$ cat src/rtl/segment_pkg.sv
`default_nettype none
// ============================================================================
// Module   : segment_pkg
// Brief    : Shared types, fault codes and ring helpers for segment_sequencer
// Revision : 1.0 - initial release
// ============================================================================
package segment_pkg;

    localparam int unsigned N_SEG_DEFAULT = 6;
    localparam int unsigned SEG_W         = 3;

    typedef enum logic [1:0] {
        ST_IDLE   = 2'd0,
        ST_ARMED  = 2'd1,
        ST_TIMING = 2'd2,
        ST_FAULT  = 2'd3
    } state_t;

    localparam logic [1:0] FLT_NONE    = 2'd0;
    localparam logic [1:0] FLT_MULTI   = 2'd1;
    localparam logic [1:0] FLT_ORDER   = 2'd2;
    localparam logic [1:0] FLT_TIMEOUT = 2'd3;

    // Successor on the sensor ring; the last segment wraps to 0.
    function automatic logic [SEG_W-1:0] next_seg(input logic [SEG_W-1:0] s,
                                                  input int unsigned n_seg);
        if ({29'd0, s} == n_seg - 32'd1)
            return '0;
        return s + 3'd1;
    endfunction

endpackage
`default_nettype wire

$ cat src/rtl/segment_sequencer_if.sv
`default_nettype none
// ============================================================================
// Module   : segment_sequencer_if
// Brief    : Sensor/control inputs, counter strobes and measurement handshake
// Revision : 1.0 - initial release
// ============================================================================
interface segment_sequencer_if import segment_pkg::*; #(
    parameter int unsigned N_SEG = N_SEG_DEFAULT,
    parameter int unsigned CNT_W = 16
) ();

    logic [N_SEG-1:0] sensor;
    logic             start;
    logic             stop;
    logic             clear;
    logic [SEG_W-1:0] seg;
    logic             cnt_ld;
    logic             cnt_en;
    logic [CNT_W-1:0] meas_time;
    logic             meas_valid;
    logic             meas_ready;
    logic             overrun;
    logic             fault;
    logic [1:0]       fault_code;

    modport master (
        input  sensor, start, stop, clear, meas_ready,
        output seg, cnt_ld, cnt_en, meas_time, meas_valid, overrun, fault, fault_code
    );

    modport slave (
        output sensor, start, stop, clear, meas_ready,
        input  seg, cnt_ld, cnt_en, meas_time, meas_valid, overrun, fault, fault_code
    );

endinterface
`default_nettype wire

$ cat src/rtl/sensor_edge_detect.sv
`default_nettype none
// ============================================================================
// Module   : sensor_edge_detect
// Brief    : Rising-edge detector on sensor levels with single/multi-hit flags
// Revision : 1.0 - initial release
// ============================================================================
module sensor_edge_detect import segment_pkg::*; #(
    parameter int unsigned N_SEG = N_SEG_DEFAULT
) (
    input  wire logic             clk,
    input  wire logic             rst,
    input  wire logic             i_track,
    input  wire logic [N_SEG-1:0] i_sensor,
    output logic      [N_SEG-1:0] o_edge,
    output logic                  o_single,
    output logic                  o_multi
);

    logic [N_SEG-1:0] r_prev;
    logic             w_any;
    logic             w_pow2;

    // prev follows the levels every cycle; while tracking (IDLE) edges are
    // suppressed so sensors already high at arm time never fire.
    always_ff @(posedge clk) begin
        if (rst)
            r_prev <= '0;
        else
            r_prev <= i_sensor;
    end

    assign o_edge   = i_track ? '0 : (i_sensor & ~r_prev);
    assign w_any    = |o_edge;
    assign w_pow2   = ((o_edge & (o_edge - {{(N_SEG-1){1'b0}}, 1'b1})) == '0);
    assign o_single = w_any & w_pow2;
    assign o_multi  = w_any & ~w_pow2;

endmodule
`default_nettype wire

$ cat src/rtl/segment_sequencer.sv
`default_nettype none
// ============================================================================
// Module   : segment_sequencer
// Brief    : Segment tracking FSM, transit timer and single-entry measurement buffer
// Revision : 1.0 - initial release
// ============================================================================
module segment_sequencer import segment_pkg::*; #(
    parameter int unsigned      N_SEG   = N_SEG_DEFAULT,
    parameter int unsigned      CNT_W   = 16,
    parameter logic [CNT_W-1:0] TIMEOUT = 16'd50000
) (
    input wire logic            clk,
    input wire logic            rst,
    segment_sequencer_if.master bus
);

    localparam logic [N_SEG-1:0] c_one = {{(N_SEG-1){1'b0}}, 1'b1};

    state_t           r_state;
    state_t           w_state_nxt;
    logic [SEG_W-1:0] r_seg;
    logic [SEG_W-1:0] w_seg_nxt;
    logic [SEG_W-1:0] w_arm_idx;
    logic [CNT_W-1:0] r_timer;
    logic [CNT_W-1:0] w_timer_nxt;
    logic [CNT_W-1:0] w_timer_inc;
    logic             r_cnt_ld;
    logic             w_cnt_ld_nxt;
    logic             r_cnt_en;
    logic             r_fault;
    logic [1:0]       r_fault_code;
    logic [1:0]       w_fault_code_nxt;
    logic [CNT_W-1:0] r_meas_time;
    logic             r_meas_valid;
    logic             r_overrun;
    logic             w_produce;

    logic [N_SEG-1:0] w_edge;
    logic             w_single;
    logic             w_multi;
    logic [N_SEG-1:0] w_edge_other;
    logic [N_SEG-1:0] w_expect;
    logic             w_accept;
    logic             w_timed_out;

    sensor_edge_detect #(
        .N_SEG (N_SEG)
    ) u_edge (
        .clk      (clk),
        .rst      (rst),
        .i_track  (r_state == ST_IDLE),
        .i_sensor (bus.sensor),
        .o_edge   (w_edge),
        .o_single (w_single),
        .o_multi  (w_multi)
    );

    // Own-sensor edges are ignored; everything else must be exactly the successor.
    assign w_edge_other = w_edge & ~(c_one << r_seg);
    assign w_expect     = c_one << next_seg(r_seg, N_SEG);
    assign w_accept     = (r_state == ST_TIMING) && !bus.stop && (w_edge_other == w_expect);
    // timer+1 is the cycle distance to the last accept when an edge lands now.
    assign w_timer_inc  = (&r_timer) ? r_timer : r_timer + CNT_W'(1);
    assign w_timed_out  = (w_timer_inc >= TIMEOUT);

    always_comb begin
        w_arm_idx = '0;
        for (int unsigned i = 0; i < N_SEG; i++) begin
            if (w_edge[i])
                w_arm_idx = SEG_W'(i);
        end
    end

    // State register
    always_ff @(posedge clk) begin
        if (rst)
            r_state <= ST_IDLE;
        else
            r_state <= w_state_nxt;
    end

    // Next-state logic
    always_comb begin
        w_state_nxt = r_state;
        if (bus.stop) begin
            w_state_nxt = ST_IDLE;
        end else begin
            case (r_state)
                ST_IDLE: begin
                    if (bus.start)
                        w_state_nxt = ST_ARMED;
                end
                ST_ARMED: begin
                    if (w_multi)
                        w_state_nxt = ST_FAULT;
                    else if (w_single)
                        w_state_nxt = ST_TIMING;
                end
                ST_TIMING: begin
                    if (!w_accept && ((w_edge_other != '0) || w_timed_out))
                        w_state_nxt = ST_FAULT;
                end
                ST_FAULT: begin
                    if (bus.clear)
                        w_state_nxt = ST_IDLE;
                end
                default: w_state_nxt = ST_IDLE;
            endcase
        end
    end

    // Output logic (next values of the registered outputs)
    always_comb begin
        w_seg_nxt        = r_seg;
        w_cnt_ld_nxt     = 1'b0;
        w_produce        = 1'b0;
        w_timer_nxt      = '0;
        w_fault_code_nxt = r_fault_code;

        if (r_state == ST_ARMED && w_state_nxt == ST_TIMING) begin
            w_seg_nxt    = w_arm_idx;
            w_cnt_ld_nxt = 1'b1;
        end else if (w_accept) begin
            w_seg_nxt    = next_seg(r_seg, N_SEG);
            w_cnt_ld_nxt = 1'b1;
            w_produce    = 1'b1;
        end else if (r_state == ST_TIMING && w_state_nxt == ST_TIMING) begin
            w_timer_nxt  = w_timer_inc;
        end

        if (w_state_nxt == ST_FAULT && r_state != ST_FAULT) begin
            if (r_state == ST_ARMED)
                w_fault_code_nxt = FLT_MULTI;
            else if (w_edge_other != '0)
                w_fault_code_nxt = FLT_ORDER;
            else
                w_fault_code_nxt = FLT_TIMEOUT;
        end else if (w_state_nxt == ST_IDLE) begin
            w_fault_code_nxt = FLT_NONE;
        end
    end

    always_ff @(posedge clk) begin
        if (rst) begin
            r_seg        <= '0;
            r_cnt_ld     <= 1'b0;
            r_cnt_en     <= 1'b0;
            r_fault      <= 1'b0;
            r_fault_code <= FLT_NONE;
            r_timer      <= '0;
        end else begin
            r_seg        <= w_seg_nxt;
            r_cnt_ld     <= w_cnt_ld_nxt;
            r_cnt_en     <= (w_state_nxt == ST_TIMING);
            r_fault      <= (w_state_nxt == ST_FAULT);
            r_fault_code <= w_fault_code_nxt;
            r_timer      <= w_timer_nxt;
        end
    end

    // Single-entry measurement buffer; a full, unaccepted entry wins over new data.
    always_ff @(posedge clk) begin
        if (rst) begin
            r_meas_time  <= '0;
            r_meas_valid <= 1'b0;
            r_overrun    <= 1'b0;
        end else if (w_produce) begin
            if (!r_meas_valid || bus.meas_ready) begin
                r_meas_time  <= w_timer_inc;
                r_meas_valid <= 1'b1;
            end else begin
                r_overrun    <= 1'b1;
            end
        end else if (r_meas_valid && bus.meas_ready) begin
            r_meas_valid <= 1'b0;
        end
    end

    assign bus.seg        = r_seg;
    assign bus.cnt_ld     = r_cnt_ld;
    assign bus.cnt_en     = r_cnt_en;
    assign bus.fault      = r_fault;
    assign bus.fault_code = r_fault_code;
    assign bus.meas_time  = r_meas_time;
    assign bus.meas_valid = r_meas_valid;
    assign bus.overrun    = r_overrun;

endmodule
`default_nettype wire

$ cat src/flat_wrapper.sv
// flat-port wrapper written by rule: the top's interface ports become plain ports
module segment_sequencer_flat import segment_pkg::*;
#(
    parameter int unsigned      N_SEG   = N_SEG_DEFAULT,
    parameter int unsigned      CNT_W   = 16,
    parameter logic [CNT_W-1:0] TIMEOUT = 16'd50000
)
  (clk, rst, bus_sensor, bus_start, bus_stop, bus_clear, bus_meas_ready, bus_seg, bus_cnt_ld, bus_cnt_en, bus_meas_time, bus_meas_valid, bus_overrun, bus_fault, bus_fault_code);
  segment_sequencer_if #(.N_SEG(N_SEG), .CNT_W(CNT_W)) bus_i ();
  input wire logic clk;
  input wire logic rst;
  input wire logic [$bits(bus_i.sensor)-1:0] bus_sensor;
  input wire logic [$bits(bus_i.start)-1:0] bus_start;
  input wire logic [$bits(bus_i.stop)-1:0] bus_stop;
  input wire logic [$bits(bus_i.clear)-1:0] bus_clear;
  input wire logic [$bits(bus_i.meas_ready)-1:0] bus_meas_ready;
  output wire logic [$bits(bus_i.seg)-1:0] bus_seg;
  output wire logic [$bits(bus_i.cnt_ld)-1:0] bus_cnt_ld;
  output wire logic [$bits(bus_i.cnt_en)-1:0] bus_cnt_en;
  output wire logic [$bits(bus_i.meas_time)-1:0] bus_meas_time;
  output wire logic [$bits(bus_i.meas_valid)-1:0] bus_meas_valid;
  output wire logic [$bits(bus_i.overrun)-1:0] bus_overrun;
  output wire logic [$bits(bus_i.fault)-1:0] bus_fault;
  output wire logic [$bits(bus_i.fault_code)-1:0] bus_fault_code;
  assign bus_i.sensor = bus_sensor;
  assign bus_i.start = bus_start;
  assign bus_i.stop = bus_stop;
  assign bus_i.clear = bus_clear;
  assign bus_i.meas_ready = bus_meas_ready;
  assign bus_seg = bus_i.seg;
  assign bus_cnt_ld = bus_i.cnt_ld;
  assign bus_cnt_en = bus_i.cnt_en;
  assign bus_meas_time = bus_i.meas_time;
  assign bus_meas_valid = bus_i.meas_valid;
  assign bus_overrun = bus_i.overrun;
  assign bus_fault = bus_i.fault;
  assign bus_fault_code = bus_i.fault_code;
  segment_sequencer #(.N_SEG(N_SEG), .CNT_W(CNT_W), .TIMEOUT(TIMEOUT)) u_core (.clk(clk), .rst(rst), .bus(bus_i));
endmodule
$ cat config.mk
export PLATFORM = sky130hd
export DESIGN_NAME = segment_sequencer_flat
export DESIGN_NICKNAME = d
export VERILOG_FILES = /design/src/rtl/segment_pkg.sv /design/src/rtl/segment_sequencer_if.sv /design/src/rtl/sensor_edge_detect.sv /design/src/rtl/segment_sequencer.sv /design/src/flat_wrapper.sv
export SDC_FILE = /design/constraint.sdc
export NUM_CORES = 1
export LEC_CHECK = 0
export ABC_CLOCK_PERIOD_IN_PS = 3100
export BUFFER_PORTS_ARGS = -buffer_cell sky130_fd_sc_hd__buf_2
export CAP_MARGIN = 20
export CORE_ASPECT_RATIO = 1.1
export CORE_UTILIZATION = 55
export DETAILED_ROUTE_END_ITERATION = 6
export HOLD_SLACK_MARGIN = 0.12
export PLACE_DENSITY = 0.77
export SYNTH_ARGS = -nofsm -noshare
export SYNTH_HDL_FRONTEND = slang
export SYNTH_SLANG_ARGS = --single-unit
$ cat constraint.sdc
create_clock -name clk -period 3.1 [get_ports clk]
set_input_delay 0.31 -clock clk [delete_from_list [all_inputs] [get_ports clk]]
set_output_delay 0.31 -clock clk [all_outputs]
set_load 0.005 [all_outputs]
## Yosys cells after proc, flatten, opt, wreduce, memory -nomap -nowiden

Cells that the tools add are included.
W data, S select, Z words.

| operators by class | value |
|---|---|
| add/sub/neg operators | 3 |
| magnitude comparators | 1 |
| eq/ne operators | 9 |
| shifts and indexed selects | 2 |
| mux-type cells | 32 |
| bitwise operators | 10 |
| reduce and logical (&&, ||, !) cells | 25 |

Operators with widths:

| cell | number |
|---|---|
| $mux W2 | 11 |
| $mux W3 | 7 |
| $and A6 B6 Y6 | 3 |
| $add A16 B1 Y16 const B | 1 |
| $ge A16 B16 Y1 const B | 1 |
| $mux W16 | 1 |
| $reduce_and A16 Y1 | 1 |
| $not A6 Y6 | 2 |
| $shl A1 B3 Y6 const A | 2 |
| $mux W1 | 11 |
| $eq A2 B2 Y1 const B | 4 |
| $pmux W2 S4 | 1 |
| $logic_and A1 B1 Y1 | 7 |
| $eq A6 B6 Y1 | 1 |
| $logic_not A6 Y1 | 1 |
| $mux W6 | 1 |
| $reduce_and A2 Y1 | 3 |
| $reduce_bool A2 Y1 | 3 |
| $reduce_bool A6 Y1 | 1 |
| $reduce_or A6 Y1 | 1 |
| $sub A6 B1 Y6 const B | 1 |
| $logic_not A2 Y1 | 2 |
| $ne A2 B2 Y1 const B | 2 |
| $reduce_or A4 Y1 | 1 |
| 7 further kinds | 13 |

| storage, ports and cells | value |
|---|---|
| bits in registers | 50 |
| bits of input ports | 12 |
| output and inout port bits | 26 |
| logic and storage cells | 93 |

## Logic depth before layout (Yosys ltp)

Gate-level depths: netlist (run 1).

| logic depth | value |
|---|---|
| word-level depth | 17 |
| depth in mapped cells | 14 |
| mapped depth without buffers | 11 |

## By module

Synthesis (run 1) repeated with hierarchy kept, for this count alone.

| second synthesis, totals | value |
|---|---|
| cell total of the unflattened synthesis | 354 |
| area, all modules | 2916.5 µm² |

By module, submodules not included:

| module | instances | cells an instance | area an instance (µm²) | sequential area each (µm²) |
|---|---|---|---|---|
| segment_sequencer | 1 | 314 | 2553.7 | 880.8 |
| sensor_edge_detect | 1 | 40 | 362.8 | 120.1 |

## Worst setup path after synthesis (run 1)

Ideal clock, no wire load.

| timing path | value |
|---|---|
| path type | register -> register |
| start | reg u_core.r_seg[2], in the netlist u_core.bus.seg[2] |
| end | reg u_core.r_meas_time[13], in the netlist u_core.bus.meas_time[13] |
| setup time | 0.071 ns |
| arrival time | 2.566 ns |
| required time | 3.029 ns |
| slack | 0.463 ns |
| cell stages (with the launch flop) | 13 |
| buffers on the path | 3 |
| period minus slack after synthesis | 2.637 ns |
| cells stage by stage | dfxtp_1 > buf_2 > inv_2 > ha_1 > buf_2 > nand4_1 > a211o_1 > a311oi_2 > o2111ai_2 > nand2b_4 > buf_6 > or2_0 > a21oi_1 |

| on the way | value |
|---|---|
| word-level cells in the longest chain between the ends | 15 |
| elaborated cells on any way between the ends | 22 |
| classes of those cells | add/sub: 1; eq/ne: 3; shift: 2; mux: 7; bitwise: 2; reduce/logical: 7 |

Ends and longest elaborated chain:

| item | line | RTL |
|---|---|---|
| from (decl) | segment_sequencer.sv:21 | `logic [SEG_W-1:0] r_seg;` |
| from (signal assigned) | segment_sequencer.sv:152 | `r_seg <= w_seg_nxt;` |
| parallel branches: the longest is 13 deep, another holds $add A3 B1 Y3 | -- |  |
| $mux W1 (*) | segment_sequencer.sv:120 | `if (r_state == ST_ARMED && w_state_nxt == ST_TIMING) begin` |
| $reduce_and A2 Y1 (no source line) (*) | -- |  |
| to (signal assigned) | segment_sequencer.sv:169 | `r_meas_time <= w_timer_inc;` |
| to (decl) | segment_sequencer.sv:33 | `logic [CNT_W-1:0] r_meas_time;` |

Every way passes the cells marked *.
A chain may end at the register's enable or synchronous reset.

## Final worst setup path (run 1)

| timing path | value |
|---|---|
| start | reg u_core.r_seg[2], in the netlist u_core.bus.seg[2] |
| end | reg u_core.r_fault_code[1], in the netlist u_core.bus.fault_code[1] |

| on the way | value |
|---|---|
| word-level cells in the longest chain between the ends | 14 |
| elaborated cells on any way between the ends | 22 |
| classes of those cells | add/sub: 1; eq/ne: 3; shift: 2; mux: 6; bitwise: 2; reduce/logical: 8 |

Ends and longest elaborated chain:

| item | line | RTL |
|---|---|---|
| parallel branches: the longest is 7 deep, another holds $add A3 B1 Y3 | -- |  |
| $logic_and A1 B1 Y1 (*) | segment_sequencer.sv:100 | `if (!w_accept && ((w_edge_other != '0) \|\| w_timed_out))` |
| $mux W2 (*) | segment_sequencer.sv:100 |  |
| $pmux W2 S4 (*) | segment_sequencer.sv:88 | `case (r_state)` |
| $mux W2 (*) | segment_sequencer.sv:85 | `if (bus.stop) begin` |
| $eq A2 B2 Y1 | segment_sequencer.sv:131 | `if (w_state_nxt == ST_FAULT && r_state != ST_FAULT) begin` |
| $logic_and A1 B1 Y1 | segment_sequencer.sv:131 |  |
| $mux W2 / $reduce_bool A2 Y1 (equally long branches) | -- |  |
| to (signal assigned) | segment_sequencer.sv:156 | `r_fault_code <= w_fault_code_nxt;` |
| to (decl) | segment_sequencer.sv:31 | `logic [1:0] r_fault_code;` |

Marks and branches as above.

==> results of run 1 <==
==> layout make-up <==
class                      instances  area (um2)  share of cell area
timing repair buffer              47         260              0.0808
sequential                        50        1000               0.311
multi-input combinational        283        1760               0.545
inverter                           6        22.5             0.00699
clock buffer                       6        72.6              0.0225
tap                               58        72.6              0.0225
clock inverter                     2        37.5              0.0117
==> state kept, by name (all words and copies together), names as in the netlist <==
signal / cells
u_core.bus.meas_valid: 1
u_core.bus.overrun: 1
u_core.r_timer: 16
u_core.bus.cnt_ld: 1
u_core.bus.meas_time: 16
u_core.bus.fault: 1
u_core.bus.seg: 3
u_core.bus.cnt_en: 1
u_core.bus.fault_code: 2
u_core.u_edge.r_prev: 6
u_core.r_state: 2
==> per-layer routing <==
layer	track usage	share of wire	vias to the layer above	wire length (um)
li1	-	-	1355	-
met1	0.286	0.43	1261	2950
met2	0.462	0.51	77	3500
met3	0.0398	0.039	14	268
met4	0.0880	0.019	0	127
met5	0	0	-	0
==> synthesized netlist by cell type, types with 2 or more instances <==
library cell,count,area [um2]
o21ai_0,15,75.1
a221oi_1,4,35.0
nand3b_1,2,15.0
o21ai_1,2,10.0
a31oi_1,3,18.8
inv_1,5,18.8
nand2b_1,12,75.1
nor2b_1,15,93.8
and2b_1,5,37.5
nor2_1,46,173
a21o_1,7,52.6
clkbuf_1,3,11.3
or2_0,6,37.5
or3_1,2,12.5
nand3_1,11,55.1
buf_6,7,78.8
and3_1,5,31.3
o41ai_1,2,17.5
nand2_1,31,116
or2_1,3,18.8
nor4_1,3,18.8
xor2_1,5,43.8
o22ai_1,2,12.5
mux2i_1,11,110
nand4_1,6,37.5
nand4_2,2,25.0
xnor2_1,5,43.8
buf_2,7,35.0
dfxtp_1,50,1000
a311oi_2,2,30.0
ha_1,2,25.0
a21oi_1,32,160
nor3_1,9,45.0
and4_1,4,35.0
and2_1,2,12.5
==> report_power, final <==
group,leakage (nW),total (mW),internal (mW),switching [mW]
Sequential,0.404,0.653,0.648,0.00454
Combinational,0.858,0.105,0.0401,0.0645
Clock,0.0514,0.468,0.241,0.227
Total,1.31,1.23,0.929,0.296
==> cell families (layout without fill, tap and decap cells) <==
kind of cell,after synthesis,after routing,synth area share
adder cells (fa/ha/maj),2,2,0.00858
multiplexers,12,12,0.0416
flip-flops,50,50,0.343
XOR/XNOR,10,10,0.0300
AO/OA/AOI/OAI,89,89,0.213
AND/OR/NAND/NOR,170,170,0.309
buffers and inverters,25,61,0.0545
==> stage by stage <==
step           setup slack [ns]  area (um2)  utilization  std cells  hold WS (ns)
6_report                  0.325        3220        0.636        452         0.231
5_1_grt                   0.160        3220        0.636        452         0.238
4_1_cts                   0.350        3220        0.636        452         0.232
3_5_place_dp              0.401        3110        0.614        444         0.446
3_3_place_gp              0.408        3110        0.614        444         0.441
2_1_floorplan             0.463        2920            -        358         0.411
==> how the worst min path moves through the flow <==
stage                                   startpoint                  endpoint  slack (ns)  depth (start not counted)
after CTS                            bus_sensor[3]   u_core.u_edge.r_prev[3]        0.23                          2
after global placement    u_core.bus.meas_time[11]  u_core.bus.meas_time[11]        0.44                          2
after detailed placement   u_core.bus.meas_time[3]   u_core.bus.meas_time[3]        0.45                          2
after floorplan                           bus_stop         u_core.r_state[1]        0.41                          1
after global routing                 bus_sensor[3]   u_core.u_edge.r_prev[3]        0.24                          2
final                                bus_sensor[3]   u_core.u_edge.r_prev[3]        0.23                          2
==> results.py, run 1 <==
metrics = {
    "run_status": {
        "run_status": "complete, no violations",
    },
    "synth": {
        "async_reset_ff_frac": 0,
        "synth_nets": 372,
        "ys_types": 65,
        "yosysSeqAreaShare": 0.343,
        "syn_area_per_cell_um2": 8.14,
        "synth.ff_latch_count": 50,
        "synth_warnings": 0,
        "synth_area_um2": 2920,
        "synthFlopType": "dfxtp_1",
        "synth-edff-count": 0,
        "synthCells": 358,
    },
    "die": {
        "dieArea_um2": 5600,
        "start_util": 0.575,
        "io_pins": 38,
        "die_w_um": 71.4,
        "rows": 27,
        "core_area_um2": 5070,
        "die_h_um": 78.4,
    },
    "routing": {
        "via_per_inst": 5.99,
        "drcViolationCount": 0,
        "drtIter0Drc": 206,
        "wirelength_mm": 6.85,
        "dr.pass1.iters": 7,
        "avgRoutedWirePerCell_um": 15.2,
        "postRouteAntennaNets": 0,
        "vias": 2707,
    },
    "clock_tree": {
        "cts.sinks": 50,
        "insertion_delay_ns": 0.31,
        "numCtsBuffers": 5,
        "clk_path_buf_depth": 2,
        "h-tree-depth": 2,
        "path_clk_slew_ns": 0.10,
        "root_buffer": "clkbuf_8",
        "cts_setup_buffers": 0,
        "cts.repair.resized": 0,
        "cts_hold_buf": 0,
        "cts_tree": "done",
    },
    "sta": {
        "tightest_slew_ns": 0.624,
        "clock_skew_ns": 0.0108,
        "fin_setup_tns_ns": 0,
        "max_freq_ghz": 0.360,
        "slew_violations": 0,
        "period_needed_ns": 2.77,
        "relSlewSlack": 0.584,
        "hold_violations": 0,
        "period_share": 0.895,
        "setup_violations": 0,
        "rsz0062_at_grt": "false",
    },
    "critical_path": {
        "path_buf_inv": 1,
        "crit_chain": "inv_2, ha_1, nand2b_1, a221oi_1, a221oi_1, o21ai_1, a21oi_1, or2_1, a311o_1",
        "crit_start": "u_core.bus.seg[2]",
        "r2r-start": "u_core.bus.seg[2]",
        "cp_slowest_stage_delay_ns": 0.47,
        "arrival_ns": 2.97,
        "cp_common_cell": "a221oi_1",
        "crit_path_end": "u_core.bus.fault_code[1]",
        "worstRegToRegCells": 9,
        "required_ns": 3.29,
        "r2r_end": "u_core.bus.fault_code[1]",
        "worst-path-stages": 9,
        "cp-end-kind": "flop",
        "crit_slowest_cell": "ha_1",
        "crit_family": "compound AO/OA/AOI/OAI gates",
        "startpoint_type": "flop",
        "crit_type": "flop to flop",
        "r2r_slack_ns": 0.33,
        "path_max_fanout": 13,
    },
    "global_route": {
        "grt_overflow_total": 0,
        "antenna_found_initial": 0,
        "grt_pass1_vias": 2460,
        "track_usage": 0.249,
        "grt_max_degree": 35,
        "grt_pass1_wl_mm": 11.0,
    },
    "cells_and_area": {
        "nets": 407,
        "drive_above_1_share": 0.178,
        "diodes": 0,
        "area_delta_synth_final_pct": 10.5,
        "final_cell_mix": "50 x dfxtp_1, 46 x nor2_1, 37 x buf_2, 32 x a21oi_1, 31 x nand2_1",
        "num-fill-cells": 467,
        "layout.cells.most_common": "dfxtp_1",
    },
    "placement": {
        "dp_hpwl_mm": 5.02,
        "port_buffers": 37,
        "gp_congestion": 0.951,
    },
    "power": {
        "power.density_nw_per_um2": 380,
        "irDropWorstVdd_uv": 279,
        "power.leakage_nw": 1.31,
        "power_mw": 1.23,
    },
    "hold_path": {
        "hp-class": "input port to flop",
    },
    "flow_run": {
        "maxCapViolations": 0,
    },
}
Note: power is estimated with default switching activity, not from simulation.
==> run 2, diff against run 1 <==
--- a/config.mk
+++ b/config.mk
@@ -12,2 +12,3 @@
 export CORE_UTILIZATION = 55
+export CTS_BUF_LIST = sky130_fd_sc_hd__clkbuf_2
 export DETAILED_ROUTE_END_ITERATION = 6
==> constraint.sdc (replaced) <==
create_clock -name clk -period 3.1 [get_ports clk]
set_input_delay 0 -clock clk [delete_from_list [all_inputs] [get_ports clk]]
set_output_delay 0 -clock clk [all_outputs]
set_load 0.005 [all_outputs]
==> results.py, run 2 (synthesis results as in run 1) <==
metrics = {
    "die": {
        "io_pins": 38,
        "dieArea_um2": 5600,
        "die_h_um": 78.4,
        "start_util": 0.575,
        "rows": 27,
        "die_w_um": 71.4,
        "core_area_um2": 5070,
    },
    "placement": {
        "dpl.cell_count": 444,
        "place_area_um2": 3110,
        "gp_congestion": 0.951,
        "port_buffers": 37,
        "dp_hpwl_mm": 5.02,
    },
    "critical_path": {
        "crit_type": "flop to flop",
        "startpoint_type": "flop",
        "path_max_fanout": 13,
        "arrival_ns": 3.30,
        "path_buf_inv": 3,
        "crit_chain": "inv_2, ha_1, nand4_1, a211o_1, a311oi_2, o2111ai_2, buf_4, a21oi_1, dlygate4sd3_1",
        "cp-end-kind": "flop",
        "cp_slowest_stage_delay_ns": 0.56,
        "required_ns": 3.52,
        "crit_slowest_cell": "dlygate4sd3_1",
        "crit_family": "compound AO/OA/AOI/OAI gates",
    },
    "clock_tree": {
        "clk_path_buf_depth": 2,
        "cts.sinks": 50,
        "cts_setup_buffers": 0,
        "cts.repair.resized": 0,
        "h-tree-depth": 2,
        "path_clk_slew_ns": 0.27,
        "root_buffer": "clkbuf_2",
        "numCtsBuffers": 5,
        "cts_hold_buf": 16,
        "insertion_delay_ns": 0.44,
        "cts_tree": "done",
    },
    "cells_and_area": {
        "num-fill-cells": 451,
        "final_cell_area_um2": 3340,
        "area_delta_synth_final_pct": 14.5,
        "drive_above_1_share": 0.173,
        "nets": 423,
        "finalCoreUtilization": 0.659,
        "fin_cells": 468,
        "final_cell_mix": "50 x dfxtp_1, 46 x nor2_1, 37 x buf_2, 32 x a21oi_1, 31 x nand2_1",
        "diodes": 0,
        "layout.cells.most_common": "dfxtp_1",
    },
    "flow_run": {
        "maxCapViolations": 0,
    },
    "global_route": {
        "track_usage": 0.257,
        "grt_overflow_total": 0,
        "antenna_found_initial": 0,
        "grt_max_degree": 35,
        "grt_pass1_wl_mm": 11.3,
        "grt_pass1_vias": 2526,
    },
    "sta": {
        "finalHoldWorstSlack_ns": 0.162,
        "rsz0062_at_grt": "false",
        "max_freq_ghz": 0.347,
        "fin_setup_tns_ns": 0,
        "clock_skew_ns": 0.0247,
        "relSlewSlack": 0.585,
        "setup_violations": 0,
        "slew_violations": 0,
        "hold_violations": 0,
        "tightest_slew_ns": 0.623,
        "period_share": 0.930,
        "period_needed_ns": 2.88,
    },
    "routing": {
        "drcViolationCount": 0,
        "dr.pass1.iters": 5,
        "vias": 2788,
        "postRouteAntennaNets": 0,
        "wirelength_mm": 7.06,
        "drtIter0Drc": 188,
        "avgRoutedWirePerCell_um": 15.1,
        "via_per_inst": 5.96,
    },
    "hold_path": {
        "hp-class": "input port to flop",
    },
    "power": {
        "power.leakage_nw": 1.38,
        "power.density_nw_per_um2": 338,
        "irDropWorstVdd_uv": 297,
    },
    "run_status": {
        "run_status": "complete, no violations",
    },
}
[run 2: routing by layer]
| metal | GRT usage | share of wire |
|---|---|---|
| met5 | 0 | 0 |
| met2 | 0.487 | 0.52 |
| met1 | 0.289 | 0.42 |
| met4 | 0.0880 | 0.020 |
| met3 | 0.0359 | 0.042 |
[run 2: through the flow]
| step | setup slack (ns) | total power [mW] |
|---|---|---|
| after floorplan | 0.463 | 0.747 |
| after global placement | 0.408 | 0.770 |
| after detailed placement | 0.401 | 0.770 |
| after CTS | 0.260 | 1.14 |
| after global routing | 0.0650 | 1.17 |
| final | 0.216 | 1.13 |
[run 2: final timing paths]
kind / start / endpoint / slack [ns] / cells past startpoint
worst max-delay path: u_core.bus.seg[2] / u_core.bus.meas_valid / 0.22 / 9
worst min-delay path: bus_clear / u_core.bus.fault / 0.16 / 5
worst max register to register: u_core.bus.seg[2] / u_core.bus.meas_valid / 0.22 / 9
worst min register to register: u_core.bus.meas_time[3] / u_core.bus.meas_time[3] / 0.47 / 2
[run 2: worst register-to-register path, delay by kind of cell, from the launching register on]
| family | cells | cell delay (ns) |
|---|---|---|
| buffers and inverters | 3 | 0.85 |
| AO/OA/AOI/OAI | 4 | 0.90 |
| AND/OR/NAND/NOR | 1 | 0.16 |
| flip-flops | 1 | 0.41 |
| adder cells (fa/ha/maj) | 1 | 0.55 |
[run 2: cell type report]
class | instances | area, um2 | area share
clock buffers | 6 | 30.0 | 0.00899
clock inverters | 2 | 37.5 | 0.0112
inverters | 6 | 22.5 | 0.00674
multi-input cells | 283 | 1760 | 0.526
flip-flops and latches | 50 | 1000 | 0.300
well taps | 58 | 72.6 | 0.0217
repair buffers | 63 | 420 | 0.126
[run 2: power breakdown]
part	switching (mW)	internal (mW)	total (mW)
Sequential	0.00442	0.651	0.656
Combinational	0.0673	0.0524	0.120
Clock	0.215	0.139	0.354
Total	0.287	0.843	1.13
==> run 3, diff against run 2 <==
- MAX_ROUTING_LAYER: default -> met4
==> results.py, run 3 (synthesis results as in run 1) <==
metrics = {
    "cells_and_area": {
        "final_cell_mix": "50 x dfxtp_1, 46 x nor2_1, 37 x buf_2, 32 x a21oi_1, 31 x nand2_1",
        "layout.cells.most_common": "dfxtp_1",
        "diodes": 0,
        "nets": 424,
        "fin_cells": 469,
        "area_delta_synth_final_pct": 15.5,
        "drive_above_1_share": 0.173,
    },
    "routing": {
        "dr.pass1.iters": 4,
        "via_per_inst": 5.96,
        "drtIter0Drc": 162,
        "wirelength_mm": 7.44,
        "avgRoutedWirePerCell_um": 15.9,
        "drcViolationCount": 0,
        "postRouteAntennaNets": 0,
        "vias": 2796,
    },
    "clock_tree": {
        "cts.repair.resized": 0,
        "h-tree-depth": 2,
        "cts.sinks": 50,
        "cts_setup_buffers": 0,
        "cts_hold_buf": 16,
        "cts_tree": "done",
        "clk_path_buf_depth": 2,
        "numCtsBuffers": 5,
        "path_clk_slew_ns": 0.26,
        "root_buffer": "clkbuf_2",
        "insertion_delay_ns": 0.44,
    },
    "sta": {
        "relSlewSlack": 0.564,
        "rsz0062_at_grt": "false",
        "clock_skew_ns": 0.0285,
        "fin_setup_tns_ns": 0,
        "max_freq_ghz": 0.346,
        "slew_violations": 0,
        "setup_violations": 0,
        "period_needed_ns": 2.89,
        "hold_violations": 0,
        "period_share": 0.931,
        "tightest_slew_ns": 0.654,
    },
    "hold_path": {
        "hp-class": "input port to flop",
        "hold_depth": 5,
    },
    "critical_path": {
        "crit_slowest_cell": "dlygate4sd3_1",
        "startpoint_type": "flop",
        "crit_type": "flop to flop",
        "cp_slowest_stage_delay_ns": 0.56,
        "arrival_ns": 3.30,
        "path_max_fanout": 10,
        "required_ns": 3.51,
        "worstRegToRegCells": 10,
        "cp_common_cell": "buf_4",
        "cp-end-kind": "flop",
        "crit_chain": "inv_2, ha_1, buf_4, o31ai_1, o211ai_1, a31oi_1, o2111ai_2, buf_4, a21oi_1, dlygate4sd3_1",
    },
    "global_route": {
        "grt_pass1_vias": 2682,
        "grt_max_degree": 35,
        "grt_overflow_total": 0,
        "grt_pass1_wl_mm": 12.4,
        "antenna_found_initial": 0,
        "track_usage": 0.290,
    },
    "die": {
        "start_util": 0.575,
        "die_w_um": 71.4,
        "rows": 27,
        "dieArea_um2": 5600,
        "core_area_um2": 5070,
        "io_pins": 38,
        "die_h_um": 78.4,
    },
    "power": {
        "irDropWorstVdd_uv": 295,
        "power.leakage_nw": 1.40,
        "power.density_nw_per_um2": 357,
    },
    "run_status": {
        "run_status": "complete, no violations",
    },
    "placement": {
        "gp_congestion": 0.948,
        "dpl.cell_count": 445,
        "port_buffers": 37,
        "dp_hpwl_mm": 5.35,
    },
    "flow_run": {
        "maxCapViolations": 0,
    },
}
==> run 3: cell types whose count changed in the layout (fill, tap and decap cells not counted), sizes merged <==
cell | previous run | this run
bufinv | 1 | 2
buf | 47 | 48
clkinv | 0 | 1
clkinvlp | 1 | 0
clkbuf | 6 | 5
==> run 3: metal layers <==
metal | track usage | vias up | routed length (um)
li1 | - | 1380 | -
met1 | 0.315 | 1318 | 3160
met2 | 0.516 | 75 | 3800
met3 | 0.0436 | 23 | 247
met4 | 0.136 | 0 | 239
met5 | - | - | 0
==> run 3: cell type report <==
cell class	count	area [um2]
Fill cell	455	1700
Clock buffer	5	25.0
Tap cell	58	72.6
Multi-Input combinational cell	283	1760
Inverter	6	22.5
Clock inverter	3	63.8
Sequential cell	50	1000
Timing Repair Buffer	64	428
==> run 3: report_power, final <==
part	switching (mW)	total, mW	internal, mW
clock	0.215	0.429	0.214
sequential	0.00448	0.656	0.651
combinational	0.0658	0.118	0.0523
total	0.286	1.20	0.918
==> run 3: per-stage QoR <==
| step | power (mW) | utilization | setup WS [ns] | cell area, um2 | hold WS [ns] |
|---|---|---|---|---|---|
| floorplan | 0.747 | - | 0.463 | 2920 | 0.101 |
| CTS | 1.22 | 0.665 | 0.238 | 3370 | 0.129 |
| global placement | 0.770 | 0.616 | 0.353 | 3120 | 0.231 |
| detailed placement | 0.770 | 0.616 | 0.300 | 3120 | 0.238 |
| global route | 1.26 | 0.665 | 0.0122 | 3370 | 0.147 |
| finish | 1.20 | 0.665 | 0.213 | 3370 | 0.143 |
==> run 3: worst max-delay path, delay by kind of cell, from the launching register on <==
| kind | cells | cell delay [ns] |
|---|---|---|
| compound gates | 5 | 0.94 |
| fa+ha+maj | 1 | 0.44 |
| flops | 1 | 0.41 |
| buf+inv | 4 | 1.07 |
==> run 3: worst paths after layout <==
kind,startpoint,end,slack (ns)
hold reg to reg,u_core.bus.meas_time[1],u_core.bus.meas_time[1],0.47
setup reg to reg,u_core.bus.seg[2],u_core.bus.meas_valid,0.21
setup / recovery,u_core.bus.seg[2],u_core.bus.meas_valid,0.21
hold / removal,bus_clear,u_core.bus.fault,0.14
